## config.mk

```make
export PLATFORM = sky130hd
export DESIGN_NAME = hazard_controller
export DESIGN_NICKNAME = d
export VERILOG_FILES = /design/src/rtl/hazard_pkg.sv /design/src/rtl/hazard_forwarding_unit.sv /design/src/rtl/hazard_controller.sv
export SDC_FILE = /design/constraint.sdc
export NUM_CORES = 1
export LEC_CHECK = 0
export ABC_CLOCK_PERIOD_IN_PS = 4019
export CAP_MARGIN = 25
export CORE_MARGIN = 2
export CORE_UTILIZATION = 47
export CTS_CLUSTER_DIAMETER = 30
export DETAILED_ROUTE_END_ITERATION = 16
export PLACE_DENSITY = 0.86
export SETUP_SLACK_MARGIN = 0.2
export SYNTH_ARGS = -nofsm -noshare
export SYNTH_HDL_FRONTEND = slang
export SYNTH_SLANG_ARGS = --single-unit
```

## constraint.sdc

```tcl
create_clock -name clk -period 4.02 [get_ports clk]
set_input_delay 1.206 -clock clk [delete_from_list [all_inputs] [get_ports clk]]
set_output_delay 1.206 -clock clk [all_outputs]
set_load 0.1 [all_outputs]
```

## src/rtl/hazard_pkg.sv

```systemverilog
// Shared definitions for the pipeline hazard controller: FSM encoding,
// operand-forward select codes and the memory-wait timeout default.
package hazard_pkg;

    localparam logic [0:0] ST_RUN      = 1'b0;
    localparam logic [0:0] ST_MEM_WAIT = 1'b1;

    localparam logic [1:0] FWD_RF = 2'b00;
    localparam logic [1:0] FWD_W  = 2'b01;
    localparam logic [1:0] FWD_M  = 2'b10;

    localparam int unsigned TIMEOUT_DEFAULT = 255;

    // Performance counters stick at all-ones instead of wrapping.
    function automatic logic [15:0] sat_inc16(input logic [15:0] value);
        if (value == 16'hFFFF) begin
            return value;
        end else begin
            return value + 16'd1;
        end
    endfunction

endpackage

```

## src/rtl/hazard_forwarding_unit.sv

```systemverilog
// Operand bypass selection for both execute-stage sources; the youngest
// writer (M) wins over W, and x0 or an unused source never forwards.
module forwarding_unit
    import hazard_pkg::*;
(
    input  logic [4:0] RS1_E,
    input  logic [4:0] RS2_E,
    input  logic [1:0] RS_valid_E,
    input  logic [4:0] RdM,
    input  logic [4:0] RdW,
    input  logic       RegWriteM,
    input  logic       RegWriteW,
    output logic [1:0] ForwardA_E,
    output logic [1:0] ForwardB_E
);

    function automatic logic [1:0] fwd_sel(
        input logic [4:0] rs,
        input logic       rs_used,
        input logic [4:0] rd_m,
        input logic       we_m,
        input logic [4:0] rd_w,
        input logic       we_w
    );
        if (rs_used && we_m && (rd_m != 5'd0) && (rd_m == rs)) begin
            return FWD_M;
        end else if (rs_used && we_w && (rd_w != 5'd0) && (rd_w == rs)) begin
            return FWD_W;
        end else begin
            return FWD_RF;
        end
    endfunction

    // Per-operand select, same rule for both sources
    always_comb begin
        ForwardA_E = fwd_sel(RS1_E, RS_valid_E[0], RdM, RegWriteM, RdW, RegWriteW);
        ForwardB_E = fwd_sel(RS2_E, RS_valid_E[1], RdM, RegWriteM, RdW, RegWriteW);
    end

endmodule

```

## src/rtl/hazard_controller.sv

```systemverilog
// Pipeline hazard controller: forwarding, load-use stall, branch flush,
// data-memory freeze with a watchdog timeout, and stall/flush counters.
module hazard_controller
    import hazard_pkg::*;
#(
    parameter int unsigned TIMEOUT = TIMEOUT_DEFAULT
) (
    input  logic        clk,
    input  logic        rst,
    input  logic [4:0]  RS1_D,
    input  logic [4:0]  RS2_D,
    input  logic [1:0]  RS_valid_D,
    input  logic [4:0]  RS1_E,
    input  logic [4:0]  RS2_E,
    input  logic [1:0]  RS_valid_E,
    input  logic [4:0]  RdE,
    input  logic [4:0]  RdM,
    input  logic [4:0]  RdW,
    input  logic        MemReadE,
    input  logic        RegWriteE,
    input  logic        RegWriteM,
    input  logic        RegWriteW,
    input  logic        branch_taken_E,
    input  logic        dmem_req,
    input  logic        dmem_ready,
    output logic        stall_F,
    output logic        stall_D,
    output logic        stall_E,
    output logic        stall_M,
    output logic        flush_D,
    output logic        flush_E,
    output logic [1:0]  ForwardA_E,
    output logic [1:0]  ForwardB_E,
    output logic        mem_timeout,
    output logic [15:0] stall_cnt,
    output logic [15:0] flush_cnt
);

    localparam logic [7:0] TIMEOUT_C = 8'(TIMEOUT);

    logic       frz_s;
    logic       lu_s;
    logic [1:0] fwd_a_s;
    logic [1:0] fwd_b_s;
    logic       unused_s;

    logic [0:0]  state_q, state_d;
    logic [7:0]  wait_cnt_q, wait_cnt_d;
    logic        mem_timeout_q, mem_timeout_d;
    logic [15:0] stall_cnt_q, flush_cnt_q;

    // The write flag of the E stage is not needed: only loads create a use hazard.
    assign unused_s = RegWriteE;

    forwarding_unit u_fwd (
        .RS1_E      (RS1_E),
        .RS2_E      (RS2_E),
        .RS_valid_E (RS_valid_E),
        .RdM        (RdM),
        .RdW        (RdW),
        .RegWriteM  (RegWriteM),
        .RegWriteW  (RegWriteW),
        .ForwardA_E (fwd_a_s),
        .ForwardB_E (fwd_b_s)
    );

    // Hazard detection and prioritised stall/flush/forward outputs
    always_comb begin
        frz_s = dmem_req & ~dmem_ready;
        lu_s  = MemReadE & (RdE != 5'd0) &
                (((RdE == RS1_D) & RS_valid_D[0]) | ((RdE == RS2_D) & RS_valid_D[1]));
        stall_F    = 1'b0;
        stall_D    = 1'b0;
        stall_E    = 1'b0;
        stall_M    = 1'b0;
        flush_D    = 1'b0;
        flush_E    = 1'b0;
        ForwardA_E = FWD_RF;
        ForwardB_E = FWD_RF;
        if (rst) begin
            ForwardA_E = FWD_RF;
        end else begin
            ForwardA_E = fwd_a_s;
            ForwardB_E = fwd_b_s;
            // A branch seen during a freeze stays parked in the frozen E stage.
            if (frz_s) begin
                stall_F = 1'b1;
                stall_D = 1'b1;
                stall_E = 1'b1;
                stall_M = 1'b1;
            end else if (branch_taken_E) begin
                flush_D = 1'b1;
                flush_E = 1'b1;
            end else if (lu_s) begin
                stall_F = 1'b1;
                stall_D = 1'b1;
                flush_E = 1'b1;
            end else begin
                stall_F = 1'b0;
            end
        end
    end

    // Memory-wait FSM next state with watchdog
    always_comb begin
        state_d       = state_q;
        wait_cnt_d    = wait_cnt_q;
        mem_timeout_d = mem_timeout_q;
        case (state_q)
            ST_RUN: begin
                if (frz_s) begin
                    state_d    = ST_MEM_WAIT;
                    wait_cnt_d = 8'd0;
                end else begin
                    state_d = ST_RUN;
                end
            end
            ST_MEM_WAIT: begin
                if (wait_cnt_q != TIMEOUT_C) begin
                    wait_cnt_d = wait_cnt_q + 8'd1;
                end else begin
                    wait_cnt_d = wait_cnt_q;
                end
                if (wait_cnt_d == TIMEOUT_C) begin
                    mem_timeout_d = 1'b1;
                end else begin
                    mem_timeout_d = mem_timeout_q;
                end
                // Once timed out the FSM parks here until reset.
                if (frz_s || mem_timeout_d) begin
                    state_d = ST_MEM_WAIT;
                end else begin
                    state_d = ST_RUN;
                end
            end
            default: begin
                state_d    = ST_RUN;
                wait_cnt_d = 8'd0;
            end
        endcase
    end

    // State, watchdog and performance counter registers
    always_ff @(posedge clk) begin
        if (rst) begin
            state_q       <= ST_RUN;
            wait_cnt_q    <= 8'd0;
            mem_timeout_q <= 1'b0;
            stall_cnt_q   <= 16'd0;
            flush_cnt_q   <= 16'd0;
        end else begin
            state_q       <= state_d;
            wait_cnt_q    <= wait_cnt_d;
            mem_timeout_q <= mem_timeout_d;
            stall_cnt_q   <= stall_D ? sat_inc16(stall_cnt_q) : stall_cnt_q;
            flush_cnt_q   <= flush_E ? sat_inc16(flush_cnt_q) : flush_cnt_q;
        end
    end

    assign mem_timeout = mem_timeout_q;
    assign stall_cnt   = stall_cnt_q;
    assign flush_cnt   = flush_cnt_q;

endmodule

```

-- Word-level counts from Yosys, hierarchy flattened
Cells that the tools add are included.
- eq/ne operators: 11
- $lt $le $gt $ge: 0
- bitwise gates (word level): 10
- divide/modulo/power cells: 0
- mux-type cells: 26
- add/sub/neg operators: 3
- shift-type cells: 0
- multiply operators: 0
- reduce and logical (&&, ||, !) cells: 18
- operators by type and width (operator ; number):
    16-bit by 1-bit adder with 16-bit output (second input constant) ; 2
    16-bit equality test (second input constant) ; 2
    5-bit equality test ; 6
    8-bit 2-to-1 mux ; 3
    1-bit 2-to-1 mux ; 17
    8-bit case mux with 2 select lines ; 1
    5-bit nonzero test ; 3
    1-bit logical AND ; 12
    8-bit by 1-bit adder with 8-bit output (second input constant) ; 1
    8-bit equality test (second input constant) ; 1
    2-bit 2-to-1 mux ; 4
    8-bit inequality test (second input constant) ; 1
    1-bit bitwise AND ; 5
    1-bit NOT ; 4
    2-bit AND reduction ; 2
    2-bit inequality test (second input constant) ; 1
    1-bit case mux with 2 select lines ; 1
    1-bit logical OR ; 1
    1-bit OR ; 1
- bits in writable memories: 0
- bits in latches: 0
- input bits: 48
- output and inout bits: 43
- bits in read-only memories: 0
- word-level logic and storage cells: 73
- bits in registers: 42
- memories: 0

-- Depth between registers and ports, before layout
Gate-level depths: netlist of the first run.
- depth in word-level cells: 9
- depth in mapped cells: 8

-- Cells and area by module
Synthesis of the first run repeated with hierarchy kept, for this count alone.
- cells, all modules: 331
- area total of the unflattened synthesis: 2683.8 um^2
- modules (own cells, without submodules) (module ; cells each ; instances ; area an instance (um^2) ; seq. area each (um^2)):
    hazard_controller ; 295 ; 1 ; 2386.0 ; 840.8
    forwarding_unit ; 36 ; 1 ; 297.8 ; 0.0

-- Worst setup path before layout of the first run
OpenSTA, ideal clock, no wires.
- path type: input port to output port
- start point: input port RdM[1]
- end point: output port ForwardB_E[0]
- data arrival time: 4.174 ns
- required time: 2.814 ns
- setup slack: -1.360 ns
- cell stages on the path: 4
- cells stage by stage: or4_1 o21ai_0 nor2_1 nor3_1
- word-level cells in the longest chain between the ends: 5
- RTL lines (item ; RTL line ; text):
    start: declaration ; hazard_controller.sv:17 ; input logic [4:0] RdM,
    5-bit nonzero test ; hazard_forwarding_unit.sv:25 ; if (rs_used && we_m && (rd_m != 5'd0) && (rd_m == rs)) begin
    1-bit logical AND ; hazard_forwarding_unit.sv:25 ;
    1-bit logical AND * ; hazard_forwarding_unit.sv:25 ;
    2-bit 2-to-1 mux * ; hazard_forwarding_unit.sv:25 ;
    2-bit 2-to-1 mux * ; hazard_controller.sv:80 ; if (rst) begin
    end: declaration ; hazard_controller.sv:33 ; output logic [1:0] ForwardB_E,
Mark *: on every way between the ends. The rest lies on a longest branch, timed or not.

-- Worst setup path in the final report of the first run
- start point: input port RdE[0]
- end point: output port stall_D
- word-level cells in the longest chain between the ends: 8
- RTL lines (item ; RTL line ; text):
    start: declaration ; hazard_controller.sv:16 ; input logic [4:0] RdE,
    5-bit equality test ; hazard_controller.sv:71 ; (((RdE == RS1_D) & RS_valid_D[0]) | ((RdE == RS2_D) & RS_valid_D[1]));
    1-bit bitwise AND ; hazard_controller.sv:71 ;
    1-bit OR ; hazard_controller.sv:71 ;
    1-bit bitwise AND * ; hazard_controller.sv:70 ; lu_s = MemReadE & (RdE != 5'd0) &
    1-bit 2-to-1 mux * ; hazard_controller.sv:94 ; end else if (lu_s) begin
    1-bit 2-to-1 mux * ; hazard_controller.sv:91 ; end else if (branch_taken_E) begin
    1-bit 2-to-1 mux * ; hazard_controller.sv:86 ; if (frz_s) begin
    1-bit 2-to-1 mux * ; hazard_controller.sv:80 ;
    end: declaration ; hazard_controller.sv:27 ; output logic stall_D,
Marks and branches as above.

==> impl_metrics.env, run 1 <==
export IMPL_rrSetupSlack_ns=1.81
export IMPL_grt_max_degree=29
export IMPL_ys_seq_elements=42
export IMPL_avgSynthCellArea_um2=8.04
export IMPL_ir_worst_vdd_mv=0.195
export IMPL_drc=0
export IMPL_cts_hold_buf=0
export IMPL_die_w_um=81.9
export IMPL_firstDrtPassIters=4
export IMPL_antenna_found_initial=0
export IMPL_htreeDepth=2
export IMPL_hold_viol_final=0
export IMPL_syn_area_um2=2850
export IMPL_routedWlPerCell_um=16.2
export IMPL_clockBufferDepth=2
export IMPL_diodes=0
export IMPL_grt_overflow_total=0
export IMPL_initial_utilization_pct=48.5
export IMPL_multi_input_area_um2=2070
export IMPL_ios=91
export IMPL_finalMaxSlewViolations=0
export IMPL_viasPerCell=5.82
export IMPL_grt_pass1_wl_um=13800
export IMPL_slew_headroom_pct=33.5
export IMPL_hp_class="reg -> reg"
export IMPL_max_freq_mhz=259
export IMPL_syn_nets=406
export IMPL_die_area_um2=6710
export IMPL_path_class="in -> out"
export IMPL_placed_cells=526
export IMPL_status="complete, no violations"
export IMPL_gp_congestion=0.885
export IMPL_tightestPinTransition_ns=0.994
export IMPL_dieHeight_um=81.9
export IMPL_path_cells="dlygate4sd2_1, xnor2_1, nand4_1, o22ai_2, and3_4, or2_4, buf_12"
export IMPL_place_hpwl_um=6180
export IMPL_path_max_fanout=3
export IMPL_ys_types=51
export IMPL_cts_sinks=42
export IMPL_drt_iter0_drc=197
export IMPL_postSynthCellCount=355
export IMPL_layout_drive_gt1_share_pct=23.2
export IMPL_drv_cap=0
export IMPL_cts_tree="built"
export IMPL_crit_required_ns=2.81
export IMPL_final_cell_count_no_fill=549
export IMPL_fin_crit_ns=3.87
export IMPL_start_kind="primary input"
export IMPL_area_growth_pct=52.5
export IMPL_path_clk_slew_ns=0.09
export IMPL_p_leak_nw=1.65
export IMPL_core_area_um2=5890
export IMPL_clock_latency_ns=0.29
export IMPL_worst_path_buf_inv=2
export IMPL_setup_viol=0
export IMPL_rsz0062_at_grt="yes"
export IMPL_fin_crit_sh_pct=96.2
export IMPL_cts_buffers=5
export IMPL_postPlaceCellArea_um2=4110
export IMPL_cpLargestDelayFamily="simple AND/OR/NAND/NOR gates"
export IMPL_root_buffer="clkbuf_8"
export IMPL_crit_path_end_kind="output port"
export IMPL_seq_area_frac_synth_pct=29.5
export IMPL_final_seq_area_um2=841
export IMPL_grtUsageTotal_pct=25.9
export IMPL_grt_pass1_vias=2982
export IMPL_fin_nets=524
export IMPL_pwr_density_cell_nw_per_um2=223
export IMPL_synth_edf_count=0
export IMPL_via_count=3193
export IMPL_totalWireLength_um=8890
export IMPL_async_reset_ff_share_pct=0
export IMPL_finClkSkew_ns=0.0121
export IMPL_fillers=419
export IMPL_portBuffers=89
export IMPL_critPathArrivalTime_ns=2.66
export IMPL_drtAntennaViolNets=0
export IMPL_cp_slowest_cell="dlygate4sd2_1"
export IMPL_design_area_um2=4350
export IMPL_yosys_warnings=0
export IMPL_rows=28
export IMPL_synthFlopType="dfxtp_1"
export IMPL_slowest_delay_ns=0.28
[flip-flops by register name, summed over array words and instances, names as in the netlist]
register / count
flush_cnt: 16
stall_cnt: 16
wait_cnt_q: 8
mem_timeout: 1
state_q: 1
[timing repair]
action	CTS	global route
gates cloned	0	0
resized for setup	51	31
pin swaps	25	21
endpoints found under the setup margin	7	18
buffers inserted	9	6
endpoints found under the hold margin	0	0
[cells in the final DEF, fill, tap and decap left out, types with 3 or more instances in the layout]
| master | instances |
|---|---|
| buf_2 | 4 |
| nor3_1 | 7 |
| o21ai_0 | 14 |
| mux2i_1 | 7 |
| nor2b_1 | 17 |
| buf_4 | 39 |
| nor4_1 | 5 |
| a21oi_1 | 23 |
| xnor2_1 | 13 |
| a211oi_1 | 3 |
| clkbuf_8 | 5 |
| nand2b_1 | 9 |
| xor2_1 | 22 |
| dlygate4sd2_1 | 13 |
| dfxtp_1 | 42 |
| o31ai_1 | 7 |
| and3_1 | 8 |
| clkdlybuf4s15_1 | 3 |
| nand3_1 | 21 |
| ha_1 | 3 |
| nand2_1 | 22 |
| or4_1 | 6 |
| dlymetal6s2s_1 | 6 |
| nand4_1 | 10 |
| buf_12 | 10 |
| a31oi_1 | 5 |
| and2_1 | 7 |
| buf_6 | 3 |
| or3_1 | 3 |
| clkdlybuf4s50_1 | 42 |
| nor2_1 | 29 |
| and4_1 | 3 |
| nor4_2 | 4 |
| mux2_2 | 7 |
| nor3_4 | 4 |
| clkbuf_2 | 7 |
[logic make-up after synthesis]
group | synth area share, %
simple gates | 33.0
compound gates | 16.5
flops | 29.5
xor+xnor | 11.1
buf+inv | 2.98
mux | 5.61
fa+ha+maj | 1.32
[cell type report]
type	instances	area share (%)
Tap cell	75	2.16
Sequential cell	42	19.3
Timing Repair Buffer	127	28.1
Clock buffer	6	1.67
Multi-Input combinational cell	294	47.7
Inverter	3	0.259
Clock inverter	2	0.863
[layer usage]
metal,share of wire [%],global-route usage [%],up-vias
met5,0,0,-
met4,2.0,9.33,0
met3,7.9,6.70,17
met2,51,47.0,126
met1,39,29.1,1520
li1,-,-,1530
[synth_stat cells, drive strengths merged, types with 4 or more instances]
cell type / n / area share, %
nand2: 23 / 3.1
xnor2: 14 / 4.3
mux2i: 7 / 2.5
or4: 8 / 2.2
nand2b: 9 / 2.0
and4: 4 / 1.3
buf: 7 / 1.4
nor3: 11 / 1.9
nor2: 33 / 4.3
dfxtp: 42 / 29
a31oi: 5 / 1.1
nor2b: 17 / 3.7
o31ai: 7 / 1.8
a21oi: 24 / 4.3
o21ai: 17 / 3.4
and2: 7 / 1.5
nand4: 11 / 2.6
and3: 9 / 2.0
nand3: 23 / 4.0
clkbuf: 9 / 1.2
nor4: 9 / 2.0
mux2: 8 / 3.2
xor2: 22 / 6.8
a211oi: 4 / 1.1
[metrics by stage]
step	setup TNS [ns]	util, %	total power [mW]	setup WS [ns]	hold slack (ns)
after floorplan	-0.0481	-	0.537	-0.0241	0.520
after global placement	-0.458	69.8	0.632	-0.163	0.475
after detailed placement	-0.668	69.8	0.638	-0.178	0.495
after CTS	0	72.4	0.958	0.123	0.516
after global routing	0	73.9	1.00	0.0948	0.542
final	0	73.9	0.971	0.152	0.522
[worst paths after layout]
kind	from	end	cells after the start
worst max-delay path	RdE[0]	stall_D	7
worst min-delay path	flush_cnt[4]	flush_cnt[4]	1
worst max register to register	flush_cnt[0]	flush_cnt[7]	7
worst min register to register	flush_cnt[4]	flush_cnt[4]	1
[report_power, final]
part	leakage [nW]	internal (mW)	switching [mW]	total, mW
sequential	0.339	0.418	0.00359	0.422
combinational	1.26	0.0961	0.122	0.218
clock	0.0514	0.185	0.146	0.331
total	1.65	0.699	0.271	0.971
Note: power is estimated with default switching activity, not from simulation.
==> run 2, diff against run 1 <==
--- a/config.mk
+++ b/config.mk
@@ -11,7 +11,9 @@
 export CORE_UTILIZATION = 47
 export CTS_CLUSTER_DIAMETER = 30
 export DETAILED_ROUTE_END_ITERATION = 16
-export PLACE_DENSITY = 0.86
+export DONT_BUFFER_PORTS = 1
+export GPL_ROUTABILITY_DRIVEN = 0
+export PLACE_DENSITY = 0.67
 export SETUP_SLACK_MARGIN = 0.2
 export SYNTH_ARGS = -nofsm -noshare
 export SYNTH_HDL_FRONTEND = slang
==> impl_metrics.env, run 2 (synthesized netlist as in run 1, its figures left out) <==
export IMPL_final_seq_area_um2=841
export IMPL_start_kind="primary input"
export IMPL_cts_tree="built"
export IMPL_layout_drive_gt1_share_pct=18.9
export IMPL_initial_utilization_pct=48.5
export IMPL_p_leak_nw=1.20
export IMPL_dieHeight_um=81.9
export IMPL_hp_class="reg -> reg"
export IMPL_path_max_fanout=4
export IMPL_grt_overflow_total=0
export IMPL_status="complete, no violations"
export IMPL_design_area_um2=3420
export IMPL_via_count=2619
export IMPL_cts_buffers=5
export IMPL_firstDrtPassIters=4
export IMPL_slew_headroom_pct=26.5
export IMPL_worst_path_buf_inv=1
export IMPL_totalWireLength_um=6570
export IMPL_cts_hold_buf=0
export IMPL_core_area_um2=5890
export IMPL_finClkSkew_ns=0.0119
export IMPL_fin_crit_ns=3.78
export IMPL_grtUsageTotal_pct=19.9
export IMPL_ios=91
export IMPL_placed_cells=446
export IMPL_multi_input_area_um2=2020
export IMPL_drc=0
export IMPL_pwr_density_cell_nw_per_um2=279
export IMPL_place_hpwl_um=5020
export IMPL_setup_viol=0
export IMPL_final_cell_count_no_fill=455
export IMPL_drt_iter0_drc=119
export IMPL_clockBufferDepth=2
export IMPL_cts_sinks=42
export IMPL_diodes=0
export IMPL_cp_slowest_cell="or4_4"
export IMPL_finalMaxSlewViolations=0
export IMPL_finalWorstSetupSlack_ns=0.241
export IMPL_die_w_um=81.9
export IMPL_mostFrequentLayoutCell="dfxtp_1"
export IMPL_fin_crit_sh_pct=94.0
export IMPL_antenna_found_initial=0
export IMPL_crit_path_end_kind="output port"
export IMPL_drtAntennaViolNets=0
export IMPL_grt_pass1_vias=2464
export IMPL_grt_max_degree=63
export IMPL_max_freq_mhz=265
export IMPL_htreeDepth=2
export IMPL_fin_nets=430
export IMPL_viasPerCell=5.76
export IMPL_post_place_ws_ns=0.204
export IMPL_root_buffer="clkbuf_8"
export IMPL_die_area_um2=6710
export IMPL_rows=28
export IMPL_critPathArrivalTime_ns=2.57
export IMPL_ir_worst_vdd_mv=0.182
export IMPL_drv_cap=0
export IMPL_path_class="in -> out"
export IMPL_area_growth_pct=19.8
export IMPL_final_cell_mix="42 x dfxtp_1, 30 x nor2_1, 28 x buf_4, 23 x nand3_1, 23 x a21oi_1"
export IMPL_clock_latency_ns=0.30
export IMPL_slowest_delay_ns=0.55
export IMPL_path_cells="or4_4, o21a_4, and3_4, or2_4, buf_12"
export IMPL_postPlaceCellArea_um2=3260
export IMPL_crit_required_ns=2.81
export IMPL_cpLargestDelayFamily="simple AND/OR/NAND/NOR gates"
export IMPL_rsz0062_at_grt="no"
export IMPL_fillers=546
export IMPL_portBuffers=0
export IMPL_routedWlPerCell_um=14.4
export IMPL_path_clk_slew_ns=0.09
export IMPL_fin_util_pct=58.1
export IMPL_grt_pass1_wl_um=10700
export IMPL_tightestPinTransition_ns=1.10
export IMPL_hold_viol_final=0
-- run 2: changes by cell type in the layout (fill, tap and decap cells not counted), sizes merged --
cell | before | now
dlygate4sd2 | 13 | 0
clkdlybuf4s50 | 42 | 0
clkbuf | 13 | 6
buf | 56 | 33
dlymetal6s2s | 6 | 0
bufinv | 1 | 2
clkdlybuf4s15 | 3 | 0
clkinvlp | 1 | 0
-- run 2: final cells by class --
class	count	share of cell area [%]
flip-flops and latches	42	24.6
multi-input cells	294	59.1
clock buffers	6	2.42
clock inverters	2	1.76
well taps	75	2.75
repair buffers	33	9.08
inverters	3	0.329
-- run 2: worst paths after layout --
check / start / endpoint / slack, ns / depth (start not counted)
worst max-delay path: RdE[1] / stall_D / 0.24 / 5
worst max register to register: flush_cnt[7] / flush_cnt[14] / 1.28 / 5
worst min register to register: stall_cnt[10] / stall_cnt[10] / 0.51 / 2
worst min-delay path: stall_cnt[10] / stall_cnt[10] / 0.51 / 2
-- run 2: routing by layer --
metal  vias to the layer above  routed length (µm)  GRT usage [%]
li1                       1336                   -              -
met2                        88                3220           35.5
met5                         -                   0              0
met4                         0                  27           4.00
met1                      1193                2850           24.1
met3                         2                 475           4.84
-- run 2: stage by stage --
stage	setup TNS (ns)	total power, mW	hold slack, ns
2_1_floorplan	-0.0481	0.537	0.520
3_3_place_gp	0	0.546	0.490
3_5_place_dp	0	0.549	0.500
4_1_cts	0	0.963	0.513
5_1_grt	0	0.988	0.555
6_report	0	0.953	0.510
-- run 2: power breakdown --
part | switching (mW) | internal [mW] | leakage, nW | total (mW)
Combinational | 0.0752 | 0.0448 | 0.794 | 0.120
Sequential | 0.00217 | 0.418 | 0.339 | 0.420
Clock | 0.148 | 0.265 | 0.0714 | 0.413
Total | 0.225 | 0.728 | 1.20 | 0.953
-- run 2: what timing repair did --
action / CTS / global route
resized for setup: 0 / 2
setup buffers: 0 / 1
setup endpoints to repair: 0 / 3
-- run 2: worst register-to-register path, cell delays in order (launching register included) --
cell,delay (ns)
dfxtp_1,1.04
nand4_1,0.35
nor3_1,0.50
nand2_1,0.14
nor4_1,0.24
mux2_2,0.37
